**src/rtl/servo_pkg.sv**
```systemverilog
// ============================================================================
// Module      : servo_pkg
// Description : Shared types and defaults for the servo drive and sequencer.
// Revision    : 1.0 - initial release
// ============================================================================
`default_nettype none

package servo_pkg;

    localparam int PW_W         = 32;
    localparam int STEP_W       = 16;
    localparam int FRAME_CYCLES = 10;
    localparam int PW_RESET     = 5;

    typedef enum logic [0:0] {
        ST_IDLE = 1'b0,
        ST_RAMP = 1'b1
    } state_e;

    function automatic logic [PW_W-1:0] clamp_pw(
        input logic [PW_W-1:0] value,
        input logic [PW_W-1:0] lo,
        input logic [PW_W-1:0] hi
    );
        if (value < lo)      return lo;
        else if (value > hi) return hi;
        else                 return value;
    endfunction

endpackage

`default_nettype wire

```
**src/rtl/servo_frame_timer.sv**
```systemverilog
// ============================================================================
// Module      : servo_frame_timer
// Description : PWM frame counter with a registered tick on the last cycle.
// Revision    : 1.0 - initial release
// ============================================================================
`default_nettype none

module servo_frame_timer #(
    parameter int FRAME_CYCLES = servo_pkg::FRAME_CYCLES
) (
    input  logic clk_i,
    input  logic rst_n_i,
    output logic tick_o
);
    import servo_pkg::*;

    localparam int                c_cnt_w = (FRAME_CYCLES > 1) ? $clog2(FRAME_CYCLES) : 1;
    localparam logic [c_cnt_w-1:0] c_last  = c_cnt_w'(FRAME_CYCLES - 1);

    logic [c_cnt_w-1:0] cnt_q;
    logic [c_cnt_w-1:0] cnt_d;
    logic               tick_q;
    logic               tick_d;

    // Tick is derived from the next count so it is high exactly while count == last.
    always_comb begin
        cnt_d  = (cnt_q == c_last) ? '0 : cnt_q + c_cnt_w'(1);
        tick_d = (cnt_d == c_last);
    end

    always_ff @(posedge clk_i) begin
        if (!rst_n_i) begin
            cnt_q  <= '0;
            tick_q <= 1'b0;
        end else begin
            cnt_q  <= cnt_d;
            tick_q <= tick_d;
        end
    end

    assign tick_o = tick_q;

endmodule

`default_nettype wire

```
**src/rtl/servo_pos_sequencer.sv**
```systemverilog
// ============================================================================
// Module      : servo_pos_sequencer
// Description : Clamps pulse-width commands and slews the applied width toward
//               the target once per PWM frame. Optional SERVO_HOLD_RELEASE_EN
//               drops the output to 0 after HOLD_FRAMES idle frames.
// Revision    : 1.0 - initial release
// ============================================================================
`default_nettype none

module servo_pos_sequencer #(
    parameter int FRAME_CYCLES = servo_pkg::FRAME_CYCLES,
    parameter int PW_MIN       = 1,
    parameter int PW_MAX       = 9,
    parameter int PW_RESET     = servo_pkg::PW_RESET
`ifdef SERVO_HOLD_RELEASE_EN
    ,
    parameter int HOLD_FRAMES  = 50
`endif
) (
    input  logic                          clock_clk,
    input  logic                          reset_low,
    input  logic                          cmd_valid,
    output logic                          cmd_ready,
    input  logic [servo_pkg::PW_W-1:0]    cmd_target,
    input  logic [servo_pkg::STEP_W-1:0]  cmd_step,
    input  logic                          abort,
    output logic [servo_pkg::PW_W-1:0]    pulse_time,
    output logic                          frame_tick,
    output logic                          busy,
    output logic                          done,
    output logic                          clamp_err
);
    import servo_pkg::*;

    localparam logic [PW_W-1:0] c_pw_min   = PW_W'(PW_MIN);
    localparam logic [PW_W-1:0] c_pw_max   = PW_W'(PW_MAX);
    localparam logic [PW_W-1:0] c_pw_reset = PW_W'(PW_RESET);

    state_e              state_q, state_d;
    logic [PW_W-1:0]     pw_q, pw_d;
    logic [PW_W-1:0]     tgt_q, tgt_d;
    logic [STEP_W-1:0]   step_q, step_d;
    logic                done_q, done_d;
    logic                clamp_q, clamp_d;

    logic                w_hs;
    logic [PW_W-1:0]     w_clamped;
    logic [PW_W-1:0]     w_step_ext;
    logic                w_up;
    logic [PW_W-1:0]     w_diff;
    logic                w_final;
    logic                w_released;

    servo_frame_timer #(
        .FRAME_CYCLES (FRAME_CYCLES)
    ) u_timer (
        .clk_i   (clock_clk),
        .rst_n_i (reset_low),
        .tick_o  (frame_tick)
    );

`ifdef SERVO_HOLD_RELEASE_EN
    localparam int                 c_idle_w    = $clog2(HOLD_FRAMES + 1);
    localparam logic [c_idle_w-1:0] c_idle_last = c_idle_w'(HOLD_FRAMES - 1);

    logic [c_idle_w-1:0] idle_q, idle_d;
    logic                rel_q, rel_d;

    assign w_released = rel_q;
`else
    assign w_released = 1'b0;
`endif

    assign w_hs       = cmd_valid && (state_q == ST_IDLE);
    assign w_clamped  = clamp_pw(cmd_target, c_pw_min, c_pw_max);
    assign w_step_ext = {{(PW_W-STEP_W){1'b0}}, step_q};
    // Direction is decided first so the magnitude never underflows.
    assign w_up       = (tgt_q >= pw_q);
    assign w_diff     = w_up ? (tgt_q - pw_q) : (pw_q - tgt_q);
    assign w_final    = (step_q == '0) || (w_diff <= w_step_ext) || w_released;

    always_comb begin
        state_d = state_q;
        pw_d    = pw_q;
        tgt_d   = tgt_q;
        step_d  = step_q;
        done_d  = 1'b0;
        clamp_d = 1'b0;
`ifdef SERVO_HOLD_RELEASE_EN
        idle_d  = idle_q;
        rel_d   = rel_q;
`endif
        case (state_q)
            ST_IDLE: begin
                if (w_hs) begin
                    tgt_d   = w_clamped;
                    step_d  = cmd_step;
                    clamp_d = (w_clamped != cmd_target);
                    state_d = ST_RAMP;
`ifdef SERVO_HOLD_RELEASE_EN
                    idle_d  = '0;
                end else if (frame_tick && !rel_q) begin
                    if (idle_q == c_idle_last) begin
                        pw_d   = '0;
                        rel_d  = 1'b1;
                        idle_d = '0;
                    end else begin
                        idle_d = idle_q + c_idle_w'(1);
                    end
`endif
                end
            end
            ST_RAMP: begin
`ifdef SERVO_HOLD_RELEASE_EN
                idle_d = '0;
`endif
                // A completing update takes priority over a coincident abort.
                if (frame_tick && w_final) begin
                    pw_d    = tgt_q;
                    done_d  = 1'b1;
                    state_d = ST_IDLE;
`ifdef SERVO_HOLD_RELEASE_EN
                    rel_d   = 1'b0;
`endif
                end else if (abort) begin
                    state_d = ST_IDLE;
                end else if (frame_tick) begin
                    pw_d = w_up ? (pw_q + w_step_ext) : (pw_q - w_step_ext);
                end
            end
            default: state_d = ST_IDLE;
        endcase
    end

    always_ff @(posedge clock_clk) begin
        if (!reset_low) begin
            state_q <= ST_IDLE;
            pw_q    <= c_pw_reset;
            tgt_q   <= c_pw_reset;
            step_q  <= '0;
            done_q  <= 1'b0;
            clamp_q <= 1'b0;
`ifdef SERVO_HOLD_RELEASE_EN
            idle_q  <= '0;
            rel_q   <= 1'b0;
`endif
        end else begin
            state_q <= state_d;
            pw_q    <= pw_d;
            tgt_q   <= tgt_d;
            step_q  <= step_d;
            done_q  <= done_d;
            clamp_q <= clamp_d;
`ifdef SERVO_HOLD_RELEASE_EN
            idle_q  <= idle_d;
            rel_q   <= rel_d;
`endif
        end
    end

    assign cmd_ready  = (state_q == ST_IDLE);
    assign busy       = (state_q == ST_RAMP);
    assign pulse_time = pw_q;
    assign done       = done_q;
    assign clamp_err  = clamp_q;

endmodule

`default_nettype wire

```
**config.mk**
```make
export PLATFORM = sky130hd
export DESIGN_NAME = servo_pos_sequencer
export DESIGN_NICKNAME = d
export VERILOG_FILES = /design/src/rtl/servo_pkg.sv /design/src/rtl/servo_frame_timer.sv /design/src/rtl/servo_pos_sequencer.sv
export SDC_FILE = /design/constraint.sdc
export NUM_CORES = 1
export LEC_CHECK = 0
export BUFFER_PORTS_ARGS = -buffer_cell sky130_fd_sc_hd__buf_4
export CELL_PAD_IN_SITES_DETAIL_PLACEMENT = 0
export CELL_PAD_IN_SITES_GLOBAL_PLACEMENT = 1
export CORE_MARGIN = 5
export CORE_UTILIZATION = 45
export DETAILED_ROUTE_END_ITERATION = 8
export PLACE_DENSITY_LB_ADDON = 0.1
export SYNTH_ARGS = -nofsm -noshare
export SYNTH_HDL_FRONTEND = slang
export SYNTH_SLANG_ARGS = --single-unit
```
**constraint.sdc**
```tcl
create_clock -name clock_clk -period 14.55 [get_ports clock_clk]
set_input_delay 0.7275 -clock clock_clk [delete_from_list [all_inputs] [get_ports clock_clk]]
set_output_delay 0.7275 -clock clock_clk [all_outputs]
set_load 0.02 [all_outputs]
```
==> qor.yml, run 1 <==
status: "finished, final reports clean"
maxCapViolCount: 0
pin_count_of_the_biggest_net_entering_global_routing: 89
netlist_area_mm2: 0.00909
synth_top_cells_by_area: "sky130_fd_sc_hd__dfxtp_1 (19%), sky130_fd_sc_hd__ha_1 (15%), sky130_fd_sc_hd__nand2_1 (6.2%)"
unrepaired_setup_endpoints_after_global_routing: "no"
grt_usage_pct: 24.2
wirelength_um: 28700
cts_sinks: 88
dieArea_mm2: 0.0232
ys_seq_elements: 88
worstPathRequired_ns: 14.84
timing.setup.tns_ns: 0
yosysWarningCount: 0
mappedNetlistNets: 1416
final_antenna_net_count: 0
fp.dieW_um: 152
syn-mean-instance-area_um2: 7.28
grt_pass1_vias: 8488
synth_top_area_share_pct: 19.4
post_layout_nonfiller_instances: 1567
utilization_pct: 50.7
synth_top_area_cell: "sky130_fd_sc_hd__dfxtp_1"
chipHeight_um: 152
r2r_cells: 24
grt_pass1_wl_um: 46200
worst-setup-path-type: "reg -> reg"
synth_async_sr_flop_share_pct: 0
fin_worst_skew_ns: 0.00842
finalInstanceArea_mm2: 0.0102
path_clk_slew_ns: 0.07
h-tree-depth: 3
post_drt_via_cell_ratio: 5.78
finalHoldWorstSlack_ns: 0.469
cts_max_path_buffers: 2
max_slew_violation_total_from_the_final_report: 0
start_util_pct: 45.4
hold_depth: 2
finalWeightedCongestion: 0.935
worstReg2RegStart: "pulse_time[0]"
antenna_cells_inserted: 0
critical_path.reg2reg.endpoint: "pulse_time[20]"
min_from: "step_q[4]"
timing.final.hold_violations: 0
max_slew.worst_pin.slew_ns: 1.08
critical_path.max_fanout: 60
worst_setup_path_start_kind: "register"
powerDensity_mw_per_mm2: 69.1
holdPathEnd: "step_q[4]"
cts_buffers: 9
worst-path-buf-inv: 2
syn_inst: 1249
buffer_ports.inserted: 88
ios: 89
cts_tree: "yes"
detail_route.first_pass.iterations: 5
fin_crit_sh_pct: 48.8
post_cts_hold_buffer_count: 0
route.detailed.drc: 0
vdd_drop_max_mv: 0.0522
synth_flop_cell: "sky130_fd_sc_hd__dfxtp_1"
report.final.setup_viol: 0
first_iter_violations: 634
headroom_to_the_max_slew_limit_pct: 26.4
cp_slowest_stage_delay_ns: 0.96
grt_antenna_before_repair: 0
regToRegSetupSlack_ns: 7.45
placedInstanceArea_mm2: 0.00987
min_path_type: "reg -> reg"
detail_route.wl_per_cell_um: 18.3
placedCellCount: 1551
cts_setup_buffers: 0
cp_data_arrival_time_ns: 7.39
detailroute.via_count: 9051
master_cell_of_the_clock_root_buffer: "sky130_fd_sc_hd__clkbuf_16"
synthToLayoutAreaGrowth_pct: 11.8
critPathCaptureType: "register"
period_needed_ns: 7.10
synth_seq_area_share_pct: 19.4
timing.critical_path.cells: "ha_1 -> inv_1 -> fa_1 -> a211oi_1 -> nor3_1 -> o21a_1 -> o21a_1 -> nor2_2 -> buf_4 -> o21ai_0 -> xnor2_1 -> ha_1 -> a21o_1 -> a21o_1 -> a21o_1 -> a211oi_1 -> o21ai_0 -> a22oi_1 -> o2111ai_1 -> a2111oi_0 -> and4_1 -> a41o_2 -> o21ai_0 -> a31oi_1"
synth_enable_flop_cells: 0
total_leakage_power_nw: 4.63
clk_latency_ns: 0.36
yosys.cell_types.count: 65
timing.critical_path.slowest_stage_cell: "sky130_fd_sc_hd__a41o_2"
drive_gt1_share_pct: 9.41
core.rowCount: 52
core_region_area_mm2: 0.0200
timing.critical_path.max_delay_family: "compound AO/OA/AOI/OAI gates"
grt_overflow_total: 0
post_cts_resized: 0
nNetsFinal: 1459
dp_hpwl_um: 22300
achievable-frequency_ghz: 0.141
how the worst max path moves through the flow:
stage / startpoint / depth (start not counted) / to / slack (ns)
finish: pulse_time[0] / 24 / pulse_time[20] / 7.45
global route: pulse_time[0] / 24 / pulse_time[10] / 6.81
detailed placement: pulse_time[0] / 24 / pulse_time[20] / 7.50
floorplan: pulse_time[19] / 28 / pulse_time[12] / 8.96
global placement: pulse_time[0] / 24 / pulse_time[2] / 7.61
CTS: pulse_time[0] / 24 / pulse_time[20] / 7.51
per-stage QoR:
step	power, W	worst slack, ns
after CTS	0.000706	7.51
after global placement	0.000459	7.61
after detailed placement	0.000460	7.50
after global routing	0.000740	6.81
final	0.000703	7.45
after floorplan	0.000402	8.96
synth_stat cells (all sizes together), types with 20 or more instances:
cell type / instances
nand2: 151
and3: 34
dfxtp: 88
nand4: 26
xnor2: 44
xor2: 25
inv: 100
a21o: 32
clkbuf: 40
o21ai: 109
a31oi: 32
a21boi: 23
nor2: 66
ha: 112
buf: 25
a21oi: 111
nor3: 20
a211oi: 21
tightest hold or removal path: cells and delay by family (launching register included):
family / cells / cell delay (ns)
AND/OR/NAND/NOR: 1 / 0.05
flip-flops: 1 / 0.31
AO/OA/AOI/OAI: 1 / 0.06
layout make-up:
type                            count  area [um2]
Timing Repair Buffer               97         728
Clock buffer                       10         229
Sequential cell                    88        1760
Clock inverter                      6        67.6
Fill cell                        2134        9870
Inverter                          101         379
Multi-Input combinational cell    995        6670
Tap cell                          270         338
cells in the final DEF (no fill, tap or decap), types with 4 or more instances in the layout:
master	count
sky130_fd_sc_hd__a21boi_0	20
sky130_fd_sc_hd__dfxtp_1	88
sky130_fd_sc_hd__and3_1	34
sky130_fd_sc_hd__nor2_1	65
sky130_fd_sc_hd__a21oi_1	111
sky130_fd_sc_hd__clkbuf_16	9
sky130_fd_sc_hd__o21bai_1	11
sky130_fd_sc_hd__a41oi_1	4
sky130_fd_sc_hd__nand2_1	151
sky130_fd_sc_hd__mux2i_1	17
sky130_fd_sc_hd__or3_1	7
sky130_fd_sc_hd__nor3b_1	6
sky130_fd_sc_hd__o211ai_1	10
sky130_fd_sc_hd__nor3_1	20
sky130_fd_sc_hd__inv_1	100
sky130_fd_sc_hd__nor4_1	12
sky130_fd_sc_hd__a211oi_1	21
sky130_fd_sc_hd__buf_4	97
sky130_fd_sc_hd__nand2b_1	10
sky130_fd_sc_hd__ha_1	112
sky130_fd_sc_hd__o31ai_1	7
sky130_fd_sc_hd__a31oi_1	32
sky130_fd_sc_hd__nand4_1	26
sky130_fd_sc_hd__o21ai_1	20
sky130_fd_sc_hd__nand3_1	17
sky130_fd_sc_hd__xnor2_1	44
sky130_fd_sc_hd__a2111oi_0	5
sky130_fd_sc_hd__and2_1	8
sky130_fd_sc_hd__a21o_1	32
sky130_fd_sc_hd__and4_1	6
sky130_fd_sc_hd__nor2b_1	10
sky130_fd_sc_hd__o21ai_0	89
sky130_fd_sc_hd__o21a_1	13
sky130_fd_sc_hd__xor2_1	25
routing by layer:
layer,global-route usage [%],vias to the layer above,part of all wire [%]
met2,35.6,251,42
met5,0,-,0
met1,37.1,4204,52
met4,5.39,0,1.2
li1,-,4568,-
met3,3.69,28,5.3
logic make-up after synthesis:
| group | synth area share [%] |
|---|---|
| buffers and inverters | 7.53 |
| adders and majority gates | 16.1 |
| and+or+nand+nor | 20.0 |
| DFF | 19.4 |
| muxes | 1.87 |
| xor gates and xnor gates | 6.65 |
| AOI/OAI and AO/OA | 28.5 |
sequential cells by signal, summed over array words and instances, names as in the netlist:
signal / count
pulse_time: 32
tgt_q: 32
step_q: 16
u_timer.cnt_q: 4
busy: 1
clamp_err: 1
done: 1
u_timer.tick_o: 1
power by group:
| part | switching (W) | leakage, nW | internal (W) | total [W] |
|---|---|---|---|---|
| sequential | 0.00000473 | 0.713 | 0.000245 | 0.000250 |
| clock | 0.000111 | 0.139 | 0.000134 | 0.000245 |
| combinational | 0.000121 | 3.78 | 0.0000867 | 0.000208 |
Power figures use the tool's default switching activity.
==> inputs of run 2 (changes only) <==
--- a/config.mk
+++ b/config.mk
@@ -9,7 +9,7 @@
 export CELL_PAD_IN_SITES_DETAIL_PLACEMENT = 0
 export CELL_PAD_IN_SITES_GLOBAL_PLACEMENT = 1
 export CORE_MARGIN = 5
-export CORE_UTILIZATION = 45
+export CORE_UTILIZATION = 40
 export DETAILED_ROUTE_END_ITERATION = 8
 export PLACE_DENSITY_LB_ADDON = 0.1
 export SYNTH_ARGS = -nofsm -noshare
==> constraint.sdc (replaced) <==
create_clock -name clock_clk -period 5.8 [get_ports clock_clk]
set_input_delay 0.29 -clock clock_clk [delete_from_list [all_inputs] [get_ports clock_clk]]
set_output_delay 0.29 -clock clock_clk [all_outputs]
set_load 0.02 [all_outputs]
==> run 2 against run 1 <==
  * Critical endpoint is now pulse_time[2]
  * Largest power group unchanged
  * Wire length increased by 9.5%
  * Non-clock buffer count up 81
  * Maximum frequency up 29%
  * Combinational power rose to 2.7 times the previous value
==> qor.yml, run 2 (synthesized netlist as in run 1, its figures left out) <==
status: "finished, final reports clean"  # unchanged
final_antenna_net_count: 0  # unchanged
h-tree-depth: 3  # unchanged
route.detailed.drc: 0  # unchanged
detailroute.via_count: 9436  # was 9051
antenna_cells_inserted: 0  # unchanged
cts_sinks: 88  # unchanged
synthToLayoutAreaGrowth_pct: 20.7  # was 11.8%
grt_pass1_wl_um: 49200  # was 46200 um
utilization_pct: 48.8  # was 50.7%
total_leakage_power_nw: 5.05  # was 4.63 nW
critical_path.reg2reg.endpoint: "pulse_time[2]"  # was pulse_time[20]
worst-path-buf-inv: 4  # was 2
timing.critical_path.max_delay_family: "compound AO/OA/AOI/OAI gates"  # unchanged
headroom_to_the_max_slew_limit_pct: 30.3  # was 26.4%
dp_hpwl_um: 24100  # was 22300 um
worstPathRequired_ns: 6.06  # was 14.84 ns
min_path_type: "in -> reg"  # was reg -> reg
detail_route.first_pass.iterations: 5  # unchanged
timing.critical_path.slowest_stage_cell: "sky130_fd_sc_hd__dfxtp_1"  # was sky130_fd_sc_hd__a41o_2
worst-path-stages: 25  # was 24
post_cts_hold_buffer_count: 0  # unchanged
chipHeight_um: 161  # was 152 um
worst-setup-path-type: "reg -> reg"  # unchanged
clk_latency_ns: 0.36  # about the same
grt_usage_pct: 23.4  # was 24.2%
nNetsFinal: 1540  # was 1459
timing.setup.tns_ns: 0  # unchanged
grt_antenna_before_repair: 1  # was 0
cts_buffers: 9  # unchanged
wirelength_um: 31400  # was 28700 um
post_drt_via_cell_ratio: 5.67  # was 5.78
holdPathEnd: "step_q[4]"  # unchanged
cp_data_arrival_time_ns: 5.77  # was 7.39 ns
fin_crit_sh_pct: 95.1  # was 48.8%
dieArea_mm2: 0.0259  # was 0.0232 mm2
highest-signal-layer: "met4"  # unchanged
multiInputGateArea_mm2: 0.00674  # was 0.00667 mm2
routed_length_on_met2_um: 13300  # was 11900 um
r2r_cells: 25  # was 24
critPathCaptureType: "register"  # unchanged
period_needed_ns: 5.51  # was 7.10 ns
wl_on_met1_um: 15900  # was 14900 um
report.final.setup_viol: 0  # unchanged
achievable-frequency_ghz: 0.181  # was 0.141 GHz
detail_route.wl_per_cell_um: 18.9  # was 18.3 um
worstReg2RegStart: "pulse_time[6]"  # was pulse_time[0]
drive_gt1_share_pct: 15.7  # was 9.41%
final.fill_count: 2331  # was 2134
master_cell_of_the_clock_root_buffer: "sky130_fd_sc_hd__clkbuf_16"  # unchanged
cts_tree: "yes"  # unchanged
core.rowCount: 55  # was 52
max_slew.worst_pin.slew_ns: 1.02  # was 1.08 ns
critical_path.max_fanout: 21  # was 60
pin_count_of_the_biggest_net_entering_global_routing: 89  # unchanged
first_iter_violations: 748  # was 634
maxCapViolCount: 0  # unchanged
met3WireLength_um: 1830  # was 1530 um
finalHoldWorstSlack_ns: 0.185  # was 0.469 ns
hold_depth: 3  # was 2
min_from: "cmd_step[4]"  # was step_q[4]
ios: 89  # unchanged
final_cell_mix: "sky130_fd_sc_hd__buf_4 (169), sky130_fd_sc_hd__nand2_1 (150), sky130_fd_sc_hd__a21oi_1 (110)"  # was sky130_fd_sc_hd__nand2_1 (151), sky130_fd_sc_hd__ha_1 (112), sky130_fd_sc_hd__a21oi_1 (111)
cts_max_path_buffers: 2  # unchanged
fin_worst_skew_ns: 0.0100  # was 0.00842 ns
most_common_library_cell_in_the_layout_ignoring_fill_and_taps: "sky130_fd_sc_hd__buf_4"  # was sky130_fd_sc_hd__nand2_1
max_slew_violation_total_from_the_final_report: 0  # unchanged
path_clk_slew_ns: 0.07  # about the same
fp.dieW_um: 161  # was 152 um
buffer_ports.inserted: 88  # unchanged
powerDensity_mw_per_mm2: 162  # was 69.1 mW/mm2
core_region_area_mm2: 0.0225  # was 0.0200 mm2
cp_slowest_stage_delay_ns: 0.48  # was 0.96 ns
start_util_pct: 40.4  # was 45.4%
finalWeightedCongestion: 0.906  # was 0.935
worst_setup_path_start_kind: "register"  # unchanged
timing.final.hold_violations: 0  # unchanged
vdd_drop_max_mv: 0.145  # was 0.0522 mV
grt_overflow_total: 0  # unchanged
regToRegSetupSlack_ns: 0.29  # was 7.45 ns
grt_pass1_vias: 9085  # was 8488
area.sequential_mm2: 0.00176  # unchanged
run 2: how the worst max path moves through the flow:
| stage | start | to | slack [ns] |
|---|---|---|---|
| finish | pulse_time[6] | pulse_time[2] | 0.29 |
| global route | pulse_time[9] | pulse_time[29] | -0.002 |
| CTS | pulse_time[6] | pulse_time[29] | 0.04 |
| detailed placement | tgt_q[0] | pulse_time[29] | 0.08 |
| global placement | pulse_time[6] | pulse_time[2] | 0.17 |
| floorplan | pulse_time[19] | pulse_time[12] | 0.21 |
run 2: worst min-delay path, stage by stage:
cell and delay [ns]:
sky130_fd_sc_hd__buf_4 0.11, sky130_fd_sc_hd__nand2_1 0.04, sky130_fd_sc_hd__a21boi_0 0.06
run 2: metal layers:
| metal | GRT usage, % | vias up |
|---|---|---|
| met5 | 0 | - |
| met3 | 3.39 | 28 |
| met2 | 35.3 | 287 |
| met4 | 5.62 | 0 |
| met1 | 34.9 | 4400 |
| li1 | - | 4721 |
run 2: stage by stage:
stage	cell area [um2]	setup WS, ns	std cells	power [W]
2_1_floorplan	9090	0.205	1249	0.00101
6_report	11000	0.287	1663	0.00178
3_3_place_gp	10500	0.173	1642	0.00119
4_1_cts	10800	0.0397	1658	0.00179
3_5_place_dp	10500	0.0846	1642	0.00120
5_1_grt	11000	-0.00193	1663	0.00188
run 2: area by class of cell:
type	instances	share of cell area, %
multi-input combinational	995	61.4
sequential	88	16.0
timing repair buffer	178	13.2
inverter	101	3.45
tap	285	3.25
clock buffer	12	2.34
clock inverter	4	0.262
run 2: repair_timing:
action	CTS	global route
setup endpoints to repair	0	34
buffers inserted	0	3
gates resized for setup	0	21
run 2: where the power goes:
part | switching [W] | internal, W | total, W
sequential | 0.0000130 | 0.000614 | 0.000627
clock | 0.000268 | 0.000315 | 0.000583
combinational | 0.000321 | 0.000250 | 0.000571
total | 0.000602 | 0.00118 | 0.00178
==> inputs of run 3 (changes only) <==
--- a/config.mk
+++ b/config.mk
@@ -12,6 +12,7 @@
 export CORE_UTILIZATION = 40
 export DETAILED_ROUTE_END_ITERATION = 8
 export PLACE_DENSITY_LB_ADDON = 0.1
+export RECOVER_POWER = 100
 export SYNTH_ARGS = -nofsm -noshare
 export SYNTH_HDL_FRONTEND = slang
 export SYNTH_SLANG_ARGS = --single-unit
==> run 3 against run 2 <==
  * Register-to-register slack is essentially flat
  * Sequential cell count is the same
  * Sequential power is essentially flat
  * Maximum frequency is essentially flat
  * Largest cell class unchanged
  * Worst hold slack lost 0.0016 ns
  * Setup slack lost 0.0014 ns
  * Critical path depth is the same
  * Final area shrank 1.6%
  * Clock-buffer cell count is the same
==> qor.yml, run 3 (synthesized netlist as in run 1, its figures left out) <==
fp.dieW_um: 161  # unchanged
unrepaired_setup_endpoints_after_global_routing: "no"
r2r_cells: 25  # unchanged
comb_power_share_pct: 31.9  # was 32.0%
pin_count_of_the_biggest_net_entering_global_routing: 89  # unchanged
headroom_to_the_max_slew_limit_pct: 33.9  # was 30.3%
drive_gt1_share_pct: 13.0  # was 15.7%
clk_latency_ns: 0.36  # about the same
worstPathRequired_ns: 6.09  # was 6.06 ns
dp_hpwl_um: 24100  # unchanged
nNetsFinal: 1540  # unchanged
detail_route.wl_per_cell_um: 18.9  # about the same
detail_route.first_pass.iterations: 5  # unchanged
period_needed_ns: 5.51  # about the same
dieArea_mm2: 0.0259  # unchanged
detailroute.via_count: 9430  # was 9436
maxCapViolCount: 0  # unchanged
finalWeightedCongestion: 0.906  # unchanged
powerDensity_mw_per_mm2: 164  # was 162 mW/mm2
grt_pass1_vias: 9085  # unchanged
preCtsSetupSlack_ns: 0.0846  # unchanged
min_from: "cmd_step[4]"  # unchanged
cts_tree: "yes"  # unchanged
worstReg2RegStart: "pulse_time[17]"  # was pulse_time[6]
grt_usage_pct: 23.4  # unchanged
chipHeight_um: 161  # unchanged
core_region_area_mm2: 0.0225  # unchanged
cts_sinks: 88  # unchanged
grt_pass1_wl_um: 49200  # unchanged
wirelength_um: 31400  # about the same
internal-power_w: 0.00117  # was 0.00118 W
total_leakage_power_nw: 4.88  # was 5.05 nW
critical_path.max_fanout: 21  # unchanged
cts_buffers: 9  # unchanged
timing.final.hold_violations: 0  # unchanged
grt_antenna_before_repair: 1  # unchanged
ios: 89  # unchanged
worst_setup_path_start_kind: "register"  # unchanged
path_clk_slew_ns: 0.07  # about the same
clockPowerShare_pct: 32.7  # about the same
timing.setup.tns_ns: 0  # unchanged
cp_data_arrival_time_ns: 5.80  # was 5.77 ns
antenna_cells_inserted: 0  # unchanged
p_switching_w: 0.000599  # was 0.000602 W
max_slew_violation_total_from_the_final_report: 0  # unchanged
most_common_library_cell_in_the_layout_ignoring_fill_and_taps: "sky130_fd_sc_hd__nand2_1"  # was sky130_fd_sc_hd__buf_4
final_cell_mix: "sky130_fd_sc_hd__nand2_1 (150), sky130_fd_sc_hd__buf_4 (131), sky130_fd_sc_hd__a21oi_1 (110)"  # was sky130_fd_sc_hd__buf_4 (169), sky130_fd_sc_hd__nand2_1 (150), sky130_fd_sc_hd__a21oi_1 (110)
grt_overflow_total: 0  # unchanged
route.detailed.drc: 0  # unchanged
cts_max_path_buffers: 2  # unchanged
seqPwrFrac_pct: 35.3  # was 35.2%
fin_crit_sh_pct: 95.1  # about the same
final_critical_path_setup_slack_ns: 0.285  # was 0.287 ns
first_iter_violations: 802  # was 748
worst-setup-path-type: "reg -> reg"  # unchanged
min_path_type: "in -> reg"  # unchanged
post_cts_hold_buffer_count: 0  # unchanged
buffer_ports.inserted: 88  # unchanged
achievable-frequency_ghz: 0.181  # about the same
report.final.setup_viol: 0  # unchanged
utilization_pct: 48.0  # was 48.8%
start_util_pct: 40.4  # unchanged
worst_setup_path_startpoint: "pulse_time[17]"  # was pulse_time[6]
hold_depth: 3  # unchanged
fin_worst_skew_ns: 0.00920  # was 0.0100 ns
synthToLayoutAreaGrowth_pct: 18.8  # was 20.7%
final_antenna_net_count: 0  # unchanged
vdd_drop_max_mv: 0.146  # was 0.145 mV
core.rowCount: 55  # unchanged
status: "finished, final reports clean"  # unchanged
h-tree-depth: 3  # unchanged
netSwitchingFraction_pct: 33.8  # about the same
post_drt_via_cell_ratio: 5.67  # about the same
power.total_w: 0.00177  # was 0.00178 W
critPathCaptureType: "register"  # unchanged
master_cell_of_the_clock_root_buffer: "sky130_fd_sc_hd__clkbuf_16"  # unchanged
max_slew.worst_pin.slew_ns: 0.967  # was 1.02 ns
-- run 3: cell types whose count changed in the layout (fill, tap and decap cells not counted), sizes merged --
cell / previous run / this run
buf: 176 / 138
clkbuf: 14 / 52
-- run 3: area by class of cell --
cell class,instances,area [um2]
flip-flops and latches,88,1760
clock inverters,4,28.8
repair buffers,178,1280
well taps,285,357
inverters,101,379
multi-input cells,995,6740
fillers,2378,11700
clock buffers,12,256
-- run 3: per-layer routing --
metal	part of all wire, %	up-vias	track usage, %	wire length [um]
met1	51	4408	34.9	16000
met3	5.7	24	3.39	1780
met2	42	267	35.3	13200
li1	-	4731	-	-
met5	0	-	0	0
met4	1.3	0	5.62	410
-- run 3: stage by stage --
step	cells	instance area, um2	hold WS (ns)
after floorplan	1249	9090	0.435
after global placement	1642	10500	0.458
after detailed placement	1642	10500	0.463
after CTS	1658	10800	0.176
after global routing	1663	10800	0.209
final	1663	10800	0.183
-- run 3: final timing paths --
path	endpoint	slack [ns]
worst max register to register	pulse_time[3]	0.29
worst min-delay path	step_q[4]	0.18
worst min register to register	step_q[1]	0.47
worst max-delay path	pulse_time[3]	0.29
-- run 3: power groups by stage --
stage,clock (W),sequential (W),combinational [W]
final,0.000581,0.000627,0.000566
after CTS,0.000600,0.000627,0.000559
after detailed placement,0,0.000641,0.000556
after global placement,0,0.000641,0.000554
after floorplan,0,0.000637,0.000371
after global routing,0.000622,0.000629,0.000624
-- run 3: critical path, cell delays in order (launching register included) --
cell and delay, ns:
sky130_fd_sc_hd__dfxtp_1 0.33, sky130_fd_sc_hd__inv_1 0.05, sky130_fd_sc_hd__ha_1 0.30, sky130_fd_sc_hd__a21oi_1 0.35, sky130_fd_sc_hd__nor3_1 0.12, sky130_fd_sc_hd__o31a_1 0.33
sky130_fd_sc_hd__o31a_1 0.32, sky130_fd_sc_hd__nor2_4 0.16, sky130_fd_sc_hd__buf_12 0.16, sky130_fd_sc_hd__o21ai_0 0.12, sky130_fd_sc_hd__xnor2_1 0.20, sky130_fd_sc_hd__ha_1 0.27
sky130_fd_sc_hd__a21o_1 0.16, sky130_fd_sc_hd__a21o_1 0.16, sky130_fd_sc_hd__a21o_1 0.17, sky130_fd_sc_hd__a211oi_1 0.20, sky130_fd_sc_hd__o21ai_0 0.12, sky130_fd_sc_hd__a22oi_1 0.23
sky130_fd_sc_hd__o2111ai_1 0.15, sky130_fd_sc_hd__a2111oi_1 0.34, sky130_fd_sc_hd__and4_4 0.35, sky130_fd_sc_hd__buf_12 0.12, sky130_fd_sc_hd__a41o_4 0.24, sky130_fd_sc_hd__buf_6 0.23
sky130_fd_sc_hd__nand2_1 0.08, sky130_fd_sc_hd__a31oi_1 0.16
-- run 3: repair_timing --
item / 4_1_cts / 5_1_grt
setup endpoints to repair: 0 / 34
buffers inserted: 0 / 3
resized for setup: 0 / 21
